### config.mk
export PLATFORM = sky130hd
export DESIGN_NAME = i2c_write_sequencer
export DESIGN_NICKNAME = d
export VERILOG_FILES = /design/src/rtl/i2c_seq_pkg.sv /design/src/rtl/i2c_seq_watchdog.sv /design/src/rtl/i2c_write_sequencer.sv
export SDC_FILE = /design/constraint.sdc
export NUM_CORES = 1
export LEC_CHECK = 0
export ABC_CLOCK_PERIOD_IN_PS = 2210
export CAP_MARGIN = 40
export CELL_PAD_IN_SITES_DETAIL_PLACEMENT = 2
export CELL_PAD_IN_SITES_GLOBAL_PLACEMENT = 2
export CORE_ASPECT_RATIO = 1.1
export CORE_UTILIZATION = 41
export DETAILED_ROUTE_END_ITERATION = 7
export DONT_BUFFER_PORTS = 1
export PLACE_DENSITY_LB_ADDON = 0.3
export SYNTH_ARGS = -nofsm -noshare
export SYNTH_HDL_FRONTEND = slang
export SYNTH_SLANG_ARGS = --single-unit
### constraint.sdc
create_clock -name clk -period 2.21 [get_ports clk]
set_input_delay 0.3315 -clock clk [delete_from_list [all_inputs] [get_ports clk]]
set_output_delay 0.3315 -clock clk [all_outputs]
set_load 0.01 [all_outputs]
### src/rtl/i2c_seq_pkg.sv
// ---------------------------------------------------------------------------
// i2c_seq_pkg
// Shared definitions for the I2C write-frame sequencer:
//   - seq_state_e     : sequencer FSM state encoding
//   - I2C_WRITE_BIT   : R/W bit appended to the 7-bit slave address (write)
//   - MAX_LEN_DEF     : default maximum payload bytes per frame
//   - TIMEOUT_CYC_DEF : default watchdog limit in clk cycles
//   - is_wait_state() : true for states that wait on the byte-level master
// ---------------------------------------------------------------------------
package i2c_seq_pkg;

    localparam int   MAX_LEN_DEF     = 16;
    localparam int   TIMEOUT_CYC_DEF = 200000;
    localparam logic I2C_WRITE_BIT   = 1'b0;

    typedef enum logic [3:0] {
        S_IDLE         = 4'd0,
        S_START        = 4'd1,
        S_WAIT_LO      = 4'd2,
        S_WAIT_HOLD    = 4'd3,
        S_LOAD         = 4'd4,
        S_WAIT_TXD     = 4'd5,
        S_WAIT_ACK     = 4'd6,
        S_FETCH        = 4'd7,
        S_STOP         = 4'd8,
        S_WAIT_STOP_LO = 4'd9,
        S_WAIT_IDLE    = 4'd10
    } seq_state_e;

    // States in which the sequencer is waiting on the master. S_FETCH is
    // deliberately absent: an upstream stall there is legal bus stretching.
    function automatic logic is_wait_state(input seq_state_e s);
        return (s == S_WAIT_LO)   || (s == S_WAIT_HOLD)    ||
               (s == S_WAIT_TXD)  || (s == S_WAIT_ACK)     ||
               (s == S_WAIT_STOP_LO) || (s == S_WAIT_IDLE);
    endfunction

endpackage

### src/rtl/i2c_seq_watchdog.sv
// ---------------------------------------------------------------------------
// i2c_seq_watchdog
// Cycle counter that flags a stuck wait state.
//   clk        in  system clock
//   reset      in  asynchronous, active-high reset
//   en_i       in  count this cycle (sequencer is in a wait state)
//   clr_i      in  restart from zero (sequencer changes state)
//   expired_o  out counter has reached TIMEOUT_CYC-1 while enabled
// Only instantiated when I2C_SEQ_TIMEOUT_EN is defined.
// ---------------------------------------------------------------------------
module i2c_seq_watchdog #(
    parameter int TIMEOUT_CYC = 200000
) (
    input  logic clk,
    input  logic reset,
    input  logic en_i,
    input  logic clr_i,
    output logic expired_o
);

    localparam int CNT_W = $clog2(TIMEOUT_CYC + 1);

    logic [CNT_W-1:0] count_q;
    logic [CNT_W-1:0] count_d;

    // Outside wait states the count is held at zero so every wait starts fresh.
    always_comb begin
        count_d = count_q;
        if (clr_i || !en_i) begin
            count_d = '0;
        end else begin
            count_d = count_q + 1'b1;
        end
    end

    always_ff @(posedge clk or posedge reset) begin
        if (reset) begin
            count_q <= '0;
        end else begin
            count_q <= count_d;
        end
    end

    assign expired_o = en_i && (count_q == CNT_W'(TIMEOUT_CYC - 1));

endmodule

### src/rtl/i2c_write_sequencer.sv
// ---------------------------------------------------------------------------
// i2c_write_sequencer
// Frame-level controller in front of the byte-level I2C master. Accepts a
// write request (7-bit address + 1..MAX_LEN payload bytes streamed on a
// valid/ready port) and sequences START, address byte, payload and STOP.
//
// Ports
//   clk, reset                 clock, asynchronous active-high reset
//   req_valid/req_ready        frame request handshake (ready only in idle)
//   req_addr[6:0], req_len     slave address and payload byte count
//   data_valid/data_ready/data_in  payload byte stream (ready = 1-cycle pulse)
//   busy, done, err            frame status; done/err are 1-cycle pulses
//   m_start, m_stop, m_i2c_en, m_tx_data   commands to the master
//   m_ready, m_tx_done         status from the master
//
// Build option
//   I2C_SEQ_TIMEOUT_EN : adds a watchdog that aborts (err pulse, back to
//                        idle) after TIMEOUT_CYC cycles in any wait state.
//                        Without it the wait states wait forever.
// ---------------------------------------------------------------------------
module i2c_write_sequencer
    import i2c_seq_pkg::*;
#(
    parameter int MAX_LEN     = MAX_LEN_DEF,
    parameter int LEN_W       = $clog2(MAX_LEN + 1),
    parameter int TIMEOUT_CYC = TIMEOUT_CYC_DEF
) (
    input  logic             clk,
    input  logic             reset,
    input  logic             req_valid,
    output logic             req_ready,
    input  logic [6:0]       req_addr,
    input  logic [LEN_W-1:0] req_len,
    input  logic             data_valid,
    output logic             data_ready,
    input  logic [7:0]       data_in,
    output logic             busy,
    output logic             done,
    output logic             err,
    output logic             m_start,
    output logic             m_stop,
    output logic             m_i2c_en,
    output logic [7:0]       m_tx_data,
    input  logic             m_ready,
    input  logic             m_tx_done
);

    if (TIMEOUT_CYC < 2) begin : g_bad_timeout
        $error("i2c_write_sequencer: TIMEOUT_CYC must be at least 2");
    end
    if (MAX_LEN < 1) begin : g_bad_max_len
        $error("i2c_write_sequencer: MAX_LEN must be at least 1");
    end

    seq_state_e       state_q, state_d;
    logic [6:0]       addr_q, addr_d;
    logic [LEN_W-1:0] len_q, len_d;
    logic             len_bad_q, len_bad_d;
    logic [LEN_W-1:0] bytes_sent_q, bytes_sent_d;
    logic [7:0]       tx_data_q, tx_data_d;
    logic             tx_done_prev_q;

    logic accept;
    logic fetch_take;
    logic tx_done_rise;
    logic wd_expired;

    assign accept       = req_valid && (state_q == S_IDLE);
    assign fetch_take   = (state_q == S_FETCH) && data_valid;
    // m_tx_done stays high until the next byte is loaded, so only its
    // rising edge marks the end of the byte currently being shifted.
    assign tx_done_rise = m_tx_done && !tx_done_prev_q;

`ifdef I2C_SEQ_TIMEOUT_EN
    logic wd_en;
    logic wd_clr;

    assign wd_en  = is_wait_state(state_q);
    assign wd_clr = (state_d != state_q);

    i2c_seq_watchdog #(
        .TIMEOUT_CYC (TIMEOUT_CYC)
    ) u_watchdog (
        .clk       (clk),
        .reset     (reset),
        .en_i      (wd_en),
        .clr_i     (wd_clr),
        .expired_o (wd_expired)
    );
`else
    assign wd_expired = 1'b0;
`endif

    // ---------------------------------------------------------------- state
    always_ff @(posedge clk or posedge reset) begin
        if (reset) begin
            state_q <= S_IDLE;
        end else begin
            state_q <= state_d;
        end
    end

    // ----------------------------------------------------------- next state
    always_comb begin
        state_d = state_q;
        case (state_q)
            S_IDLE:         if (req_valid) state_d = S_START;
            // A bad length is reported from S_START without touching the bus.
            S_START:        state_d = len_bad_q ? S_IDLE : S_WAIT_LO;
            S_WAIT_LO:      if (!m_ready) state_d = S_WAIT_HOLD;
            S_WAIT_HOLD:    if (m_ready) state_d = S_LOAD;
            S_LOAD:         state_d = S_WAIT_TXD;
            S_WAIT_TXD:     if (tx_done_rise) state_d = S_WAIT_ACK;
            S_WAIT_ACK: begin
                if (m_ready) begin
                    state_d = (bytes_sent_q == len_q) ? S_STOP : S_FETCH;
                end
            end
            S_FETCH:        if (data_valid) state_d = S_LOAD;
            S_STOP:         state_d = S_WAIT_STOP_LO;
            S_WAIT_STOP_LO: if (!m_ready) state_d = S_WAIT_IDLE;
            S_WAIT_IDLE:    if (m_ready) state_d = S_IDLE;
            default:        state_d = S_IDLE;
        endcase
        // The watchdog abort overrides whatever the wait state would do.
        if (wd_expired) begin
            state_d = S_IDLE;
        end
    end

    // -------------------------------------------------------------- outputs
    always_comb begin
        req_ready  = 1'b0;
        data_ready = 1'b0;
        busy       = 1'b0;
        done       = 1'b0;
        err        = 1'b0;
        m_start    = 1'b0;
        m_stop     = 1'b0;
        m_i2c_en   = 1'b0;
        case (state_q)
            S_IDLE: begin
                req_ready = 1'b1;
            end
            S_START: begin
                if (len_bad_q) begin
                    err = 1'b1;
                end else begin
                    busy     = 1'b1;
                    m_start  = 1'b1;
                    m_i2c_en = 1'b1;
                end
            end
            S_LOAD: begin
                busy     = 1'b1;
                m_i2c_en = 1'b1;
            end
            S_FETCH: begin
                busy       = 1'b1;
                data_ready = data_valid;
            end
            S_STOP: begin
                busy     = 1'b1;
                m_stop   = 1'b1;
                m_i2c_en = 1'b1;
            end
            S_WAIT_IDLE: begin
                // busy drops in the same cycle as the done pulse.
                busy = !m_ready;
                done = m_ready;
            end
            default: begin
                busy = 1'b1;
            end
        endcase
        if (wd_expired) begin
            busy = 1'b0;
            done = 1'b0;
            err  = 1'b1;
        end
    end

    // ------------------------------------------------------------- datapath
    always_comb begin
        addr_d       = addr_q;
        len_d        = len_q;
        len_bad_d    = len_bad_q;
        bytes_sent_d = bytes_sent_q;
        tx_data_d    = tx_data_q;
        if (accept) begin
            addr_d       = req_addr;
            len_d        = req_len;
            len_bad_d    = (req_len == '0) || (req_len > LEN_W'(MAX_LEN));
            bytes_sent_d = '0;
        end
        // Address byte is staged while waiting for HOLD so it is stable
        // during the S_LOAD cycle in which the master samples it.
        if ((state_q == S_WAIT_HOLD) && m_ready && !wd_expired) begin
            tx_data_d = {addr_q, I2C_WRITE_BIT};
        end
        if (fetch_take) begin
            tx_data_d    = data_in;
            bytes_sent_d = bytes_sent_q + 1'b1;
        end
    end

    always_ff @(posedge clk or posedge reset) begin
        if (reset) begin
            addr_q         <= '0;
            len_q          <= '0;
            len_bad_q      <= 1'b0;
            bytes_sent_q   <= '0;
            tx_data_q      <= 8'h00;
            tx_done_prev_q <= 1'b0;
        end else begin
            addr_q         <= addr_d;
            len_q          <= len_d;
            len_bad_q      <= len_bad_d;
            bytes_sent_q   <= bytes_sent_d;
            tx_data_q      <= tx_data_d;
            tx_done_prev_q <= m_tx_done;
        end
    end

    assign m_tx_data = tx_data_q;

endmodule

Word-level counts from Yosys, hierarchy flattened. Index checks and enable logic that the tools add are counted. W data, S select, Z words.

Add/sub/neg operators: 1. Magnitude comparators: 1. Eq/ne operators: 19. Multiplexer cells: 25. Reductions and logical operators: 13.

Operators with widths (count): $pmux W4 S11 (1); $mux W4 (9); $eq A4 B3 Y1 const B (4); $mux W8 (2); $ne A2 B2 Y1 const B (8); $eq A4 B4 Y1 const B (3); $mux W5 (2); $eq A4 B2 Y1 const B (2); $mux W1 (8); $reduce_and A8 Y1 (1); $add A5 B1 Y5 const B (1); $eq A5 B5 Y1 (1); $gt A5 B5 Y1 const B (1); $logic_not A5 Y1 (1); $eq A4 B1 Y1 const B (1); $logic_and A1 B1 Y1 (4); $logic_not A4 Y1 (1); $reduce_bool A2 Y1 (2); $pmux W1 S3 (1); $logic_not A1 Y1 (2); $mux W2 (1); $pmux W1 S2 (1); $reduce_or A2 Y1 (1); $logic_or A1 B1 Y1 (1).

Register bits after elaboration: 31. Input port bits: 26. Output and inout bits: 16. Logic and storage cells: 66.

Depth between registers and ports, before layout.
Depth after elaboration: 4. Depth in mapped cells: 8. Gate-level depth less buffers: 6.

Worst setup path after synthesis. Ideal clock, no wire load.

Path kind: reg2out. Start: register state_q[0]. End: output m_i2c_en. Data arrival time: 1.339 ns. Required time: 1.879 ns. Path slack: 0.539 ns. Stages on the path, launching flop included: 7. Path buffers: 2. Path through: dfrtp_1 -> buf_4 -> buf_2 -> nand2_1 -> mux2_2 -> o21ai_0 -> nor2b_1.

Word-level cells in the longest chain between the ends: 3. Elaborated cells on any way between the ends: 5. Those cells by class: 3 x eq/ne; 1 x mux; 1 x reduce/logical.

Ends and longest elaborated chain: start: declaration (RTL line i2c_write_sequencer.sv:55) `seq_state_e state_q, state_d;`; start signal: assignment (RTL line i2c_write_sequencer.sv:99) `state_q <= state_d;`; $eq A4 B4 Y1 or $eq A4 B3 Y1 (tied branches) (RTL line i2c_write_sequencer.sv:141) `case (state_q)`; $reduce_or A2 Y1 (no line); $pmux W1 S2 (*) (RTL line i2c_write_sequencer.sv:141); end: declaration (RTL line i2c_write_sequencer.sv:42) `output logic m_i2c_en,`.

Mark *: on every way between the ends. The rest lies on a longest branch, timed or not.

Worst setup path after layout.
Start: register state_q[2]. End: output m_i2c_en.

The elaborated chain is that of the path after synthesis.

==> metrics.cfg <==
[status]
status = finished clean

[synthesis]
ys_async_sr_fraction = 1.00
synth_edf_count = 0
ys.flop_type = dfrtp_1
syn-num-nets = 205
synth_area_leaders = dfrtp_1 45%, mux2_4 6.9%, nand2_1 6.1%
ys_top_cells_by_count = 31 x dfrtp_1, 28 x nand2_1, 16 x nor2_1
synth_cell_types = 45
synth_top_area_frac = 0.447
synthCells = 178
synth-seq-area-share = 0.447
ys_ff_latch = 31
synth_most_common_cell = dfrtp_1
avgSynthCellArea_um2 = 9.75
yosysTopAreaCell = dfrtp_1
yosysWarnings = 0
syn_area_um2 = 1740

[layout]
syn_to_final_growth_pct = 7.07
fin_util = 0.462
layout.nets = 206
final_layout_size_suffix_gt1_frac = 0.196
fillers = 451
ff_latch_area_um2 = 777
multi_input_area_um2 = 861
num_antenna_cells = 0

[timing]
final_max_slew_viol_count = 0
min_period_over_period = 0.908
fmax_mhz = 498
fin_worst_skew_ns = 0.00715
max_slew_margin = 0.627
worst_pin_slew_ns = 0.559
hold_ws_ns = 0.0166
setup_violations = 0
period_minus_slack_ns = 2.01
hold_viol = 0
setup_ws_ns = 0.203
finalSetupTns_ns = 0
grt_setup_unrepaired = no

[worst_setup_path]
crit_required_ns = 1.88
worstPathCellList = mux2_2 -> o21ai_0 -> nor2b_1
reg2reg_from = state_q[3]
slowest_delay_ns = 0.63
end_kind = output port
crit_start = state_q[2]
critPathKind = reg -> out
startpoint_type = flip-flop
cp_max_fo = 11
path_buf_inv = 0
worstPathArrival_ns = 1.68
path_delay_family = flip-flops
crit_slowest_cell = dfrtp_1

[placement]
dp_hpwl_um = 3290
dp_slack_ns = 0.266
port_buffers = 0
finalWeightedCongestion = 0.806

[detailed_routing]
via_count = 1319
wl_um = 4540
dr.pass1.iters = 4
postRouteAntennaNets = 0
wl_per_cell_um = 19.7
drtIter0Drc = 31
vias_per_cell = 5.71
drcViolationCount = 0

[global_routing]
grt.overflow.total = 0
grt_start_max_net_pins = 32
grt_pass1_wl_um = 7620
grt_usage = 0.227
antenna_found_initial = 0
grt_pass1_vias = 1525

[clock_network]
clock_sinks = 31
post_cts_buffers = 0
htree_levels = 2
clock_latency_ns = 0.28
cts-buffers-inserted = 5
cts_tree = yes
clk_path_buf_depth = 2
clk_pin_slew_worst_paths_ns = 0.07
clockRootBuffer = clkbuf_8

[floorplan]
coreArea_um2 = 4020
start_util = 0.431
num_rows = 24
dieWidth_um = 64.0
floorplan.die_area_um2 = 4500
ioPinCount = 42
die_h_um = 70.2

[min_path]
hold_path.class = in -> async

[power]
ir_worst_vdd_v = 0.000518
power_leakage_nw = 0.835
power.total_w = 0.00261
powerDensity_nw_per_um2 = 1400

[run]
cap_violations = 0

-- area by class of cell --
type,instances,area share
Tap cell,52,0.0350
Sequential cell,31,0.418
Timing Repair Buffer,6,0.0242
Inverter,6,0.0121
Clock inverter,1,0.00269
Multi-Input combinational cell,129,0.463
Clock buffer,6,0.0444
-- through the flow --
stage	cells	cell area, um2
4_1_cts	231	1860
5_1_grt	231	1860
6_report	231	1860
2_1_floorplan	178	1740
3_5_place_dp	224	1770
3_3_place_gp	224	1770
-- report_power, final --
part | internal (W) | switching [W]
registers | 0.000814 | 0.000268
logic | 0.000494 | 0.000578
clock network | 0.000244 | 0.000210
-- cells in the final DEF (no fill, tap or decap), drive strengths merged, types with 3 or more instances in the layout --
cell / n
dfrtp: 31
nand2: 29
nor2: 16
o21ai: 14
mux2: 13
a31oi: 9
xor2: 6
clkbuf: 6
buf: 6
inv: 6
a21oi: 4
nor3: 4
xnor2: 3
-- sequential cells by signal, summed over array words and instances (netlist names) --
name            flops
addr_q              7
bytes_sent_q        5
len_bad_q           1
len_q               5
m_tx_data           8
state_q             4
tx_done_prev_q      1
-- logic make-up after synthesis --
group / synth area share
flip-flops: 0.447
multiplexers: 0.102
XOR/XNOR: 0.0454
AO/OA/AOI/OAI: 0.145
AND/OR/NAND/NOR: 0.197
buffers and inverters: 0.0569
adder cells (fa/ha/maj): 0.00721
-- routing by layer --
| layer | share of wire | GRT usage |
|---|---|---|
| met2 | 0.53 | 0.397 |
| met4 | 0.0055 | 0.0505 |
| met5 | 0 | 0 |
| met1 | 0.43 | 0.280 |
| met3 | 0.033 | 0.0523 |
-- timing repair --
item                       in CTS  in global routing
hold buffers                    0                  0
setup endpoints to repair       0                  1
resized for setup               0                  1
-- final timing paths --
| path | slack [ns] | cells past startpoint | end |
|---|---|---|---|
| setup / recovery | 0.20 | 3 | m_i2c_en |
| hold / removal | 0.02 | 2 | m_tx_data[5] |
| setup reg to reg | 0.21 | 6 | bytes_sent_q[4] |
| hold reg to reg | 0.51 | 1 | addr_q[6] |
| max in group asynchronous | 1.89 | 2 | state_q[0] |
| min in group clk | 0.08 | 0 | tx_done_prev_q |
Note: power is estimated with default switching activity, not from simulation.
